[src/rtl/seq_det_pkg.sv]
// ----------------------------------------------------------------------------
// seq_det_pkg
// Shared definitions for the two-requester sequence detector controller:
// controller FSM state type, symbol and pattern geometry, match-count width,
// and the saturating counter helper.
// ----------------------------------------------------------------------------
package seq_det_pkg;

    localparam int SYM_W   = 2;               // bits per symbol
    localparam int PAT_LEN = 4;               // symbols per pattern
    localparam int PAT_W   = SYM_W * PAT_LEN; // packed pattern width
    localparam int CNT_W   = 6;               // match counter width

    localparam logic [CNT_W-1:0] CNT_MAX = '1;

    typedef enum logic [1:0] {
        ST_IDLE   = 2'd0,
        ST_STREAM = 2'd1,
        ST_REPORT = 2'd2
    } state_e;

    // Increment by one when inc is set, holding at CNT_MAX.
    function automatic logic [CNT_W-1:0] sat_inc(input logic [CNT_W-1:0] cnt,
                                                 input logic             inc);
        if (inc && (cnt != CNT_MAX)) begin
            return cnt + 1'b1;
        end
        return cnt;
    endfunction

endpackage

[src/rtl/seq_det_core.sv]
// ----------------------------------------------------------------------------
// seq_det_core
// Overlapping 4-symbol pattern matcher. Keeps the last three accepted symbols
// and flags a match one cycle after the symbol that completes PATTERN.
//
// Ports:
//   clk_i    in   clock, rising edge
//   rst_i    in   asynchronous active-high reset
//   clear_i  in   synchronous history clear (new burst)
//   valid_i  in   sym_i is accepted this cycle
//   sym_i    in   SYM_W-bit symbol
//   match_o  out  one-cycle pulse, registered
// ----------------------------------------------------------------------------
module seq_det_core
    import seq_det_pkg::*;
#(
    parameter logic [PAT_W-1:0] PATTERN = 8'b11_00_01_10
) (
    input  logic             clk_i,
    input  logic             rst_i,
    input  logic             clear_i,
    input  logic             valid_i,
    input  logic [SYM_W-1:0] sym_i,
    output logic             match_o
);

    localparam int              HIST_W   = SYM_W * (PAT_LEN - 1);
    localparam logic [1:0]      FILL_MAX = 2'(PAT_LEN - 1);

    logic [HIST_W-1:0] hist_q, hist_d;
    logic [1:0]        fill_q, fill_d;   // symbols held in history, capped at 3
    logic              match_q, match_d;

    always_comb begin
        hist_d  = hist_q;
        fill_d  = fill_q;
        match_d = 1'b0;
        if (clear_i) begin
            hist_d = '0;
            fill_d = '0;
        end else if (valid_i) begin
            // Fill count guards against matching on stale zeros after a clear.
            match_d = (fill_q == FILL_MAX) && ({hist_q, sym_i} == PATTERN);
            hist_d  = {hist_q[HIST_W-SYM_W-1:0], sym_i};
            if (fill_q != FILL_MAX) begin
                fill_d = fill_q + 1'b1;
            end
        end
    end

    always_ff @(posedge clk_i or posedge rst_i) begin
        if (rst_i) begin
            hist_q  <= '0;
            fill_q  <= '0;
            match_q <= 1'b0;
        end else begin
            hist_q  <= hist_d;
            fill_q  <= fill_d;
            match_q <= match_d;
        end
    end

    assign match_o = match_q;

endmodule

[src/rtl/seq_det_ctrl.sv]
// ----------------------------------------------------------------------------
// seq_det_ctrl
// Round-robin arbiter between two symbol streams feeding one pattern matcher.
// A granted requester streams symbols until it marks one Last; the controller
// then reports the number of pattern matches seen in that burst.
//
// Optional feature macro: SEQ_DET_CTRL_TIMEOUT_EN
//   defined   -> a stream with TIMEOUT_CYC consecutive cycles without an
//                accepted symbol is ended with Aborted=1
//   undefined -> no timer, Aborted tied low, a stream waits indefinitely
//
// Ports:
//   Clk, Reset               clock (rising edge), async active-high reset
//   ReqN, SymN, SymValidN,   requester N request, symbol, symbol valid,
//   LastN                    final-symbol flag (N = 0, 1)
//   GrantN, SymReadyN        detector owned by N, symbol accepted
//   Done, DoneId             one-cycle burst-complete pulse, its requester
//   Count, Result, Aborted   matches in burst, Count nonzero, timed out
// ----------------------------------------------------------------------------
module seq_det_ctrl
    import seq_det_pkg::*;
#(
    parameter int unsigned      TIMEOUT_CYC = 16,
    parameter logic [PAT_W-1:0] PATTERN     = 8'b11_00_01_10
) (
    input  logic             Clk,
    input  logic             Reset,
    input  logic             Req0,
    input  logic [SYM_W-1:0] Sym0,
    input  logic             SymValid0,
    input  logic             Last0,
    input  logic             Req1,
    input  logic [SYM_W-1:0] Sym1,
    input  logic             SymValid1,
    input  logic             Last1,
    output logic             Grant0,
    output logic             SymReady0,
    output logic             Grant1,
    output logic             SymReady1,
    output logic             Done,
    output logic             DoneId,
    output logic [CNT_W-1:0] Count,
    output logic             Result,
    output logic             Aborted
);

    state_e           state_q, state_d;
    logic             owner_q, owner_d;   // current / most recent grant holder
    logic             last_q, last_d;     // round-robin pointer: last served
    logic [CNT_W-1:0] count_q, count_d;
    logic [CNT_W-1:0] count_sum;
    logic             start_grant;
    logic             win;
    logic             core_clear;
    logic             accept;
    logic             cur_last;
    logic [SYM_W-1:0] cur_sym;
    logic             match;
    logic             timeout_hit;

    assign Grant0    = (state_q == ST_STREAM) && !owner_q;
    assign Grant1    = (state_q == ST_STREAM) &&  owner_q;
    assign SymReady0 = Grant0;
    assign SymReady1 = Grant1;

    assign accept   = (Grant0 && SymValid0) || (Grant1 && SymValid1);
    assign cur_sym  = owner_q ? Sym1  : Sym0;
    assign cur_last = owner_q ? Last1 : Last0;

    assign start_grant = (state_q == ST_IDLE) && (Req0 || Req1);

    // The matcher's pulse lands one cycle after the symbol; folding it in
    // combinationally lets a match completed by the Last symbol show up in
    // Count during the Done cycle.
    assign count_sum = sat_inc(count_q, match);

    seq_det_core #(
        .PATTERN (PATTERN)
    ) u_core (
        .clk_i   (Clk),
        .rst_i   (Reset),
        .clear_i (core_clear),
        .valid_i (accept),
        .sym_i   (cur_sym),
        .match_o (match)
    );

    always_comb begin
        state_d    = state_q;
        owner_d    = owner_q;
        last_d     = last_q;
        count_d    = count_sum;
        core_clear = 1'b0;
        // On a tie the requester not served last wins.
        win        = (Req0 && Req1) ? ~last_q : Req1;
        unique case (state_q)
            ST_IDLE: begin
                if (start_grant) begin
                    state_d    = ST_STREAM;
                    owner_d    = win;
                    last_d     = win;
                    count_d    = '0;
                    core_clear = 1'b1;
                end
            end
            ST_STREAM: begin
                if ((accept && cur_last) || timeout_hit) begin
                    state_d = ST_REPORT;
                end
            end
            ST_REPORT: state_d = ST_IDLE;
            default:   state_d = ST_IDLE;
        endcase
    end

    always_ff @(posedge Clk or posedge Reset) begin
        if (Reset) begin
            state_q <= ST_IDLE;
            owner_q <= 1'b0;
            last_q  <= 1'b1;   // requester 0 wins the first tie
            count_q <= '0;
        end else begin
            state_q <= state_d;
            owner_q <= owner_d;
            last_q  <= last_d;
            count_q <= count_d;
        end
    end

`ifdef SEQ_DET_CTRL_TIMEOUT_EN
    localparam int               TMR_W    = $clog2(TIMEOUT_CYC + 1);
    localparam logic [TMR_W-1:0] TMR_LAST = TMR_W'(TIMEOUT_CYC - 1);

    logic [TMR_W-1:0] idle_q, idle_d;   // consecutive cycles without accept
    logic             aborted_q, aborted_d;

    assign timeout_hit = (state_q == ST_STREAM) && !accept && (idle_q == TMR_LAST);

    always_comb begin
        idle_d    = idle_q;
        aborted_d = aborted_q;
        if ((state_q != ST_STREAM) || accept) begin
            idle_d = '0;
        end else if (!timeout_hit) begin
            idle_d = idle_q + 1'b1;
        end
        if (start_grant) begin
            aborted_d = 1'b0;
        end else if (timeout_hit) begin
            aborted_d = 1'b1;
        end
    end

    always_ff @(posedge Clk or posedge Reset) begin
        if (Reset) begin
            idle_q    <= '0;
            aborted_q <= 1'b0;
        end else begin
            idle_q    <= idle_d;
            aborted_q <= aborted_d;
        end
    end

    assign Aborted = aborted_q;
`else
    logic unused_timeout_cyc;
    assign unused_timeout_cyc = ^TIMEOUT_CYC;
    assign timeout_hit        = 1'b0;
    assign Aborted            = 1'b0;
`endif

    assign Done   = (state_q == ST_REPORT);
    assign DoneId = owner_q;
    assign Count  = count_sum;
    assign Result = |count_sum;

endmodule

[config.mk]
export PLATFORM = sky130hd
export DESIGN_NAME = seq_det_ctrl
export DESIGN_NICKNAME = d
export VERILOG_FILES = /design/src/rtl/seq_det_pkg.sv /design/src/rtl/seq_det_core.sv /design/src/rtl/seq_det_ctrl.sv
export SDC_FILE = /design/constraint.sdc
export NUM_CORES = 1
export LEC_CHECK = 0
export CORE_MARGIN = 5
export CORE_UTILIZATION = 48
export CTS_CLUSTER_DIAMETER = 120
export CTS_CLUSTER_SIZE = 12
export DETAILED_ROUTE_END_ITERATION = 16
export PLACE_DENSITY = 0.86
export SYNTH_ARGS = -nofsm -noshare
export SYNTH_HDL_FRONTEND = slang
export SYNTH_SLANG_ARGS = --single-unit
[constraint.sdc]
create_clock -name Clk -period 1.6 [get_ports Clk]
set_input_delay 0.16 -clock Clk [delete_from_list [all_inputs] [get_ports Clk]]
set_output_delay 0.16 -clock Clk [all_outputs]
set_load 0.02 [all_outputs]
* After elaboration in Yosys (flattened, before gate mapping)
Cells that the tools add are included.
Operators by class: $add $sub $neg 2, bitwise logic cells 1, muxes and demuxes 20, reductions and logical operators 19, eq/ne operators 8
Operators with widths (number):
- two-way mux 6 bit | 6
- two-way mux 2 bit | 6
- logical AND 1 bit | 9
- equality test 8 bit (second input constant) | 1
- two-way mux 1 bit | 7
- adder 6 x 1 -> 6 bit (second input constant) | 1
- inequality test 6 bit (second input constant) | 1
- AND reduction 2 bit | 3
- OR reduction 6 bit | 1
- equality test 2 bit (second input constant) | 2
- inequality test 2 bit (second input constant) | 2
- case mux 2 bit (2 select lines) | 1
- nonzero test 2 bit | 2
- adder 2 x 1 -> 2 bit (second input constant) | 1
- equality test 2 x 1 -> 1 bit (second input constant) | 1
- zero test 2 bit | 1
- logical OR 1 bit | 2
- inequality test 2 x 1 -> 1 bit (second input constant) | 1
- zero test 1 bit | 1
- inverter 1 bit | 1
Storage, ports and cells: bits in registers 19, input port bits 12, logic and storage cells 57, output and inout port bits 14

* Longest topological paths before layout
word-level depth 7, depth in mapped cells 5, depth with buffers taken out 5

* Hierarchy
A second synthesis with hierarchy kept.
Second synthesis, totals: cell total of the unflattened synthesis 105, area total of the unflattened synthesis 1042.2 um^2
By module, submodules not included:
- seq_det_ctrl | area each 631.9 um^2, seq. area each 251.5 um^2, cells an instance 70, times used 1
- seq_det_core | area each 410.4 um^2, seq. area each 225.2 um^2, cells an instance 35, times used 1

* Worst setup path after synthesis
Ideal clock, no wire load.
path type register to output, start point reg count_q[0], end point out Result, arrival time 1.527 ns, data required time 1.440 ns, path buffers 0, slack -0.087 ns, cell stages (with the launch flop) 6, cells stage by stage dfrtp_1 > ha_1 > and3_1 > a21oi_1 > nor2_1 > nand4_1
Between the ends: longest elaborated chain between the ends 5, elaborated cells on any way between the ends 7, those cells by class add/sub: 1; eq/ne: 1; mux: 3; reduce/logical: 2
RTL lines:
- start, declared | line seq_det_ctrl.sv:50 | logic [CNT_W-1:0] count_q, count_d;
- start signal, assigned | line seq_det_ctrl.sv:126 | count_q <= count_d;
- branches (longest 3 deep; another with adder 6 x 1 -> 6 bit)
- two-way mux 6 bit * | line seq_det_pkg.sv:28 | return cnt;
- named net Count[2] | line seq_det_ctrl.sv:42 | output logic [CNT_W-1:0] Count,
- OR reduction 6 bit * | line seq_det_ctrl.sv:175 | assign Result = |count_sum;
- end, declared | line seq_det_ctrl.sv:43 | output logic Result,
Mark *: on every way through the listed nets, which the timed path passes. The select of a mux whose other input is x is not followed.

* Worst setup path in the final report
start point reg count_q[0], end point out Result
Between the ends: longest elaborated chain between the ends 5, elaborated cells on any way between the ends 7, those cells by class add/sub: 1; eq/ne: 1; mux: 3; reduce/logical: 2
RTL lines (line):
- branches (longest 3 deep; another with adder 6 x 1 -> 6 bit)
- two-way mux 6 bit * | seq_det_pkg.sv:28
- OR reduction 6 bit * | seq_det_ctrl.sv:175
Mark *: on every way between the ends. The select of a mux whose other input is x is not followed.

==> summary.md <==
| Metric | Value |
|---|---|
| Fin worst setup slack | -0.294 ns |
| Fill cell count | 164 |
| Crit start category | flop |
| Pwr Density | 1240 nW/µm² |
| Die X | 56.9 µm |
| # diodes | 0 |
| CTS sink count | 19 |
| Critical Path RT | 1.44 ns |
| Iter 0 DRT Violations | 17 |
| Final HPWL DP | 1790 µm |
| Total Power | 1.94 mW |
| NumNets Final | 162 |
| Number of synthesized register bits | 19 |
| Worst Hold Class | in -> async |
| RSZ-0062 raised after global routing | true |
| DRT Wirelength | 2450 µm |
| Synth Instances | 102 |
| Clk pin slew, worst setup/hold paths | 0.12 ns |
| Max_cap viols | 0 |
| Post-synth EDFFs | 0 |
| Area after DPL | 1400 µm² |
| Proportion of layout cells with a drive suffix above 1 | 41.5% |
| Vias | 907 |
| Drt via density | 5.18 |
| Yosys cell types | 36 |
| Post-synthesis cell area | 1050 µm² |
| Boundary pin count | 26 |
| Hold bufs inserted after CTS | 0 |
| Fin. Hold Viols | 0 |
| Max FO, Critical Path | 4 |
| Final Max Tran Viols | 0 |
| Status | complete, but fails checks |
| H-tree depth | 1 |
| GRT Total Usage | 16.4% |
| Row cnt | 17 |
| Die Footprint | 3230 µm² |
| Root Buffer | clkbuf_4 |
| First-pass GRT wire length | 4160 µm |
| PortBufs | 24 |
| Synth Flop Type | dfrtp_1 |
| Worst setup EP type | output pin |
| Final setup vio count | 7 |
| Antenna violations before repair | 0 |
| Worst skew pair latency | 0.30 ns |
| Worst r2r path cells | 6 |
| TritonCTS clock tree | built |
| Drc violations | 0 |
| Drt first pass iters | 4 |
| DP Worst Slack | -0.405 ns |
| Peak supply drop | 1080 µV |
| Routability cong. | 0.760 |
| P&R area growth vs syn | 47.8% |
| Tmin final | 1.89 ns |
| Syn Nets | 116 |
| CP Class | reg -> out |
| Post-route ant nets | 0 |
| Failing checks | negative setup slack |
| Wire length per cell | 14.0 µm |
| CTS max path bufs | 2 |
| Grt ovf | 0 |
| Starting density of the core | 49.1% |
| Max Fclk | 528 MHz |
| Number of global-route vias before repair | 962 |
| TritonCTS buffer count | 3 |
| CORE AREA | 2150 µm² |
| Tcrit/Tclk final | 118% |
| Pin count of the biggest net entering global routing | 20 |
| Arr. time, crit path | 1.73 ns |
| Mean Syn Cell Area | 10.3 µm² |
| Worst Clk Skew | 0.00408 ns |
| Leak Pwr | 0.749 nW |
| Design Area, Final | 1560 µm² |
| Die height | 56.9 µm |
| Post-synth ARST share | 100% |
| Synth warnings | 0 |
| Sequential element share of the synthesized area | 45.2% |
stage by stage:
step                cells  setup TNS, ns  hold WS, ns  utilization [%]
floorplan             102              0        0.110                -
global placement      163          -1.78        0.494             65.1
detailed placement    163          -2.13        0.502             65.1
CTS                   173          -1.33        0.163             69.7
global route          175          -1.97        0.186             72.6
finish                175          -1.37        0.156             72.6
worst max-delay path, stage by stage, from the launching register on:
cell and delay, ns:
dfrtp_1 0.44, ha_4 0.19, and3_4 0.18, buf_4 0.14
a21oi_4 0.15, nor2_2 0.07, nand4_1 0.13, buf_6 0.13
synth_stat cells, types with 2 or more instances:
library cell,n,area (µm²)
nand3_1,3,15.0
nand4_1,2,12.5
a21oi_1,4,20.0
dfrtp_1,18,450
nor2_1,14,52.6
nor2b_1,4,25.0
nand2_1,6,22.5
ha_1,2,25.0
nand2b_1,2,12.5
a31oi_1,2,12.5
inv_1,6,22.5
mux2i_1,9,90.1
xnor2_1,2,17.5
nor3_1,3,15.0
buf_4,4,30.0
cell usage in the layout (no fill, tap or decap), drive strengths merged:
cell type,netlist,routed
a211oi,1,1
inv,6,6
ha,2,2
nor2b,4,4
buf,5,29
nor3,4,4
o22ai,1,1
a311oi,1,1
dfrtp,18,18
conb,1,1
clkinv,0,1
or4b,1,1
mux2i,10,10
and3,1,1
a31o,1,1
xnor2,2,2
nand2,6,6
clkdlybuf4s50,0,12
dlygate4sd2,0,1
nor2,16,16
nand4,2,2
o21bai,1,1
and4,1,1
o21a,1,1
dfstp,1,1
mux2,1,1
a21oi,4,4
nand3,3,3
clkbuf,0,7
nand2b,3,3
o21ai,2,2
nand4b,1,1
a31oi,2,2
kinds of logic (layout without fill, tap and decap cells):
group                      Yosys count  in the layout  synth area share (%)
DFF                                 19             19                  45.2
and+or+nand+nor                     42             42                  22.8
muxes                               11             11                  11.7
other                                1              1                 0.356
buffers and inverters               11             56                  6.05
xor gates and xnor gates             2              2                  1.66
AOI/OAI and AO/OA                   14             14                  9.85
adders and majority gates            2              2                  2.37
sequential cells by signal, indices dropped and copies added, names as in the netlist:
signal	flops
u_core.fill_q	2
state_q	2
DoneId	1
count_q	6
u_core.hist_q	6
last_q	1
u_core.match_o	1
path summary, 6_finish.rpt:
check	start	endpoint	slack, ns
hold reg to reg	u_core.fill_q[1]	u_core.fill_q[1]	0.55
setup / recovery	count_q[0]	Result	-0.29
max in group asynchronous	Reset	last_q	1.19
setup reg to reg	count_q[0]	count_q[1]	0.03
hold / removal	Reset	count_q[1]	0.16
min in group Clk	Last0	state_q[1]	0.48
timing repair:
action	4_1_cts	5_1_grt
setup endpoints to repair	13	12
pin swaps	5	5
endpoints found under the hold margin	0	0
buffers inserted	6	2
resized for setup	55	23
routing by layer:
layer	vias up	part of all wire, %	track usage (%)
li1	437	-	-
met4	0	1.8	7.62
met2	20	55	29.5
met3	5	3.3	3.22
met5	-	0	0
met1	445	40	18.3
where the power goes:
part / total (mW) / internal, mW / switching, mW / leakage, nW
sequential: 0.746 / 0.629 / 0.117 / 0.249
clock: 0.255 / 0.0933 / 0.162 / 0.0177
combinational: 0.937 / 0.416 / 0.520 / 0.482
final cells by class:
cell class / instances / area (µm²) / share of cell area [%]
clock buffer: 3 / 22.5 / 1.44
clock inverter: 1 / 5.00 / 0.321
inverter: 6 / 22.5 / 1.44
multi-input combinational: 72 / 592 / 38.0
sequential: 19 / 478 / 30.7
tap: 28 / 35.0 / 2.25
timing repair buffer: 46 / 404 / 25.9
(Power assumes the default switching activity.)
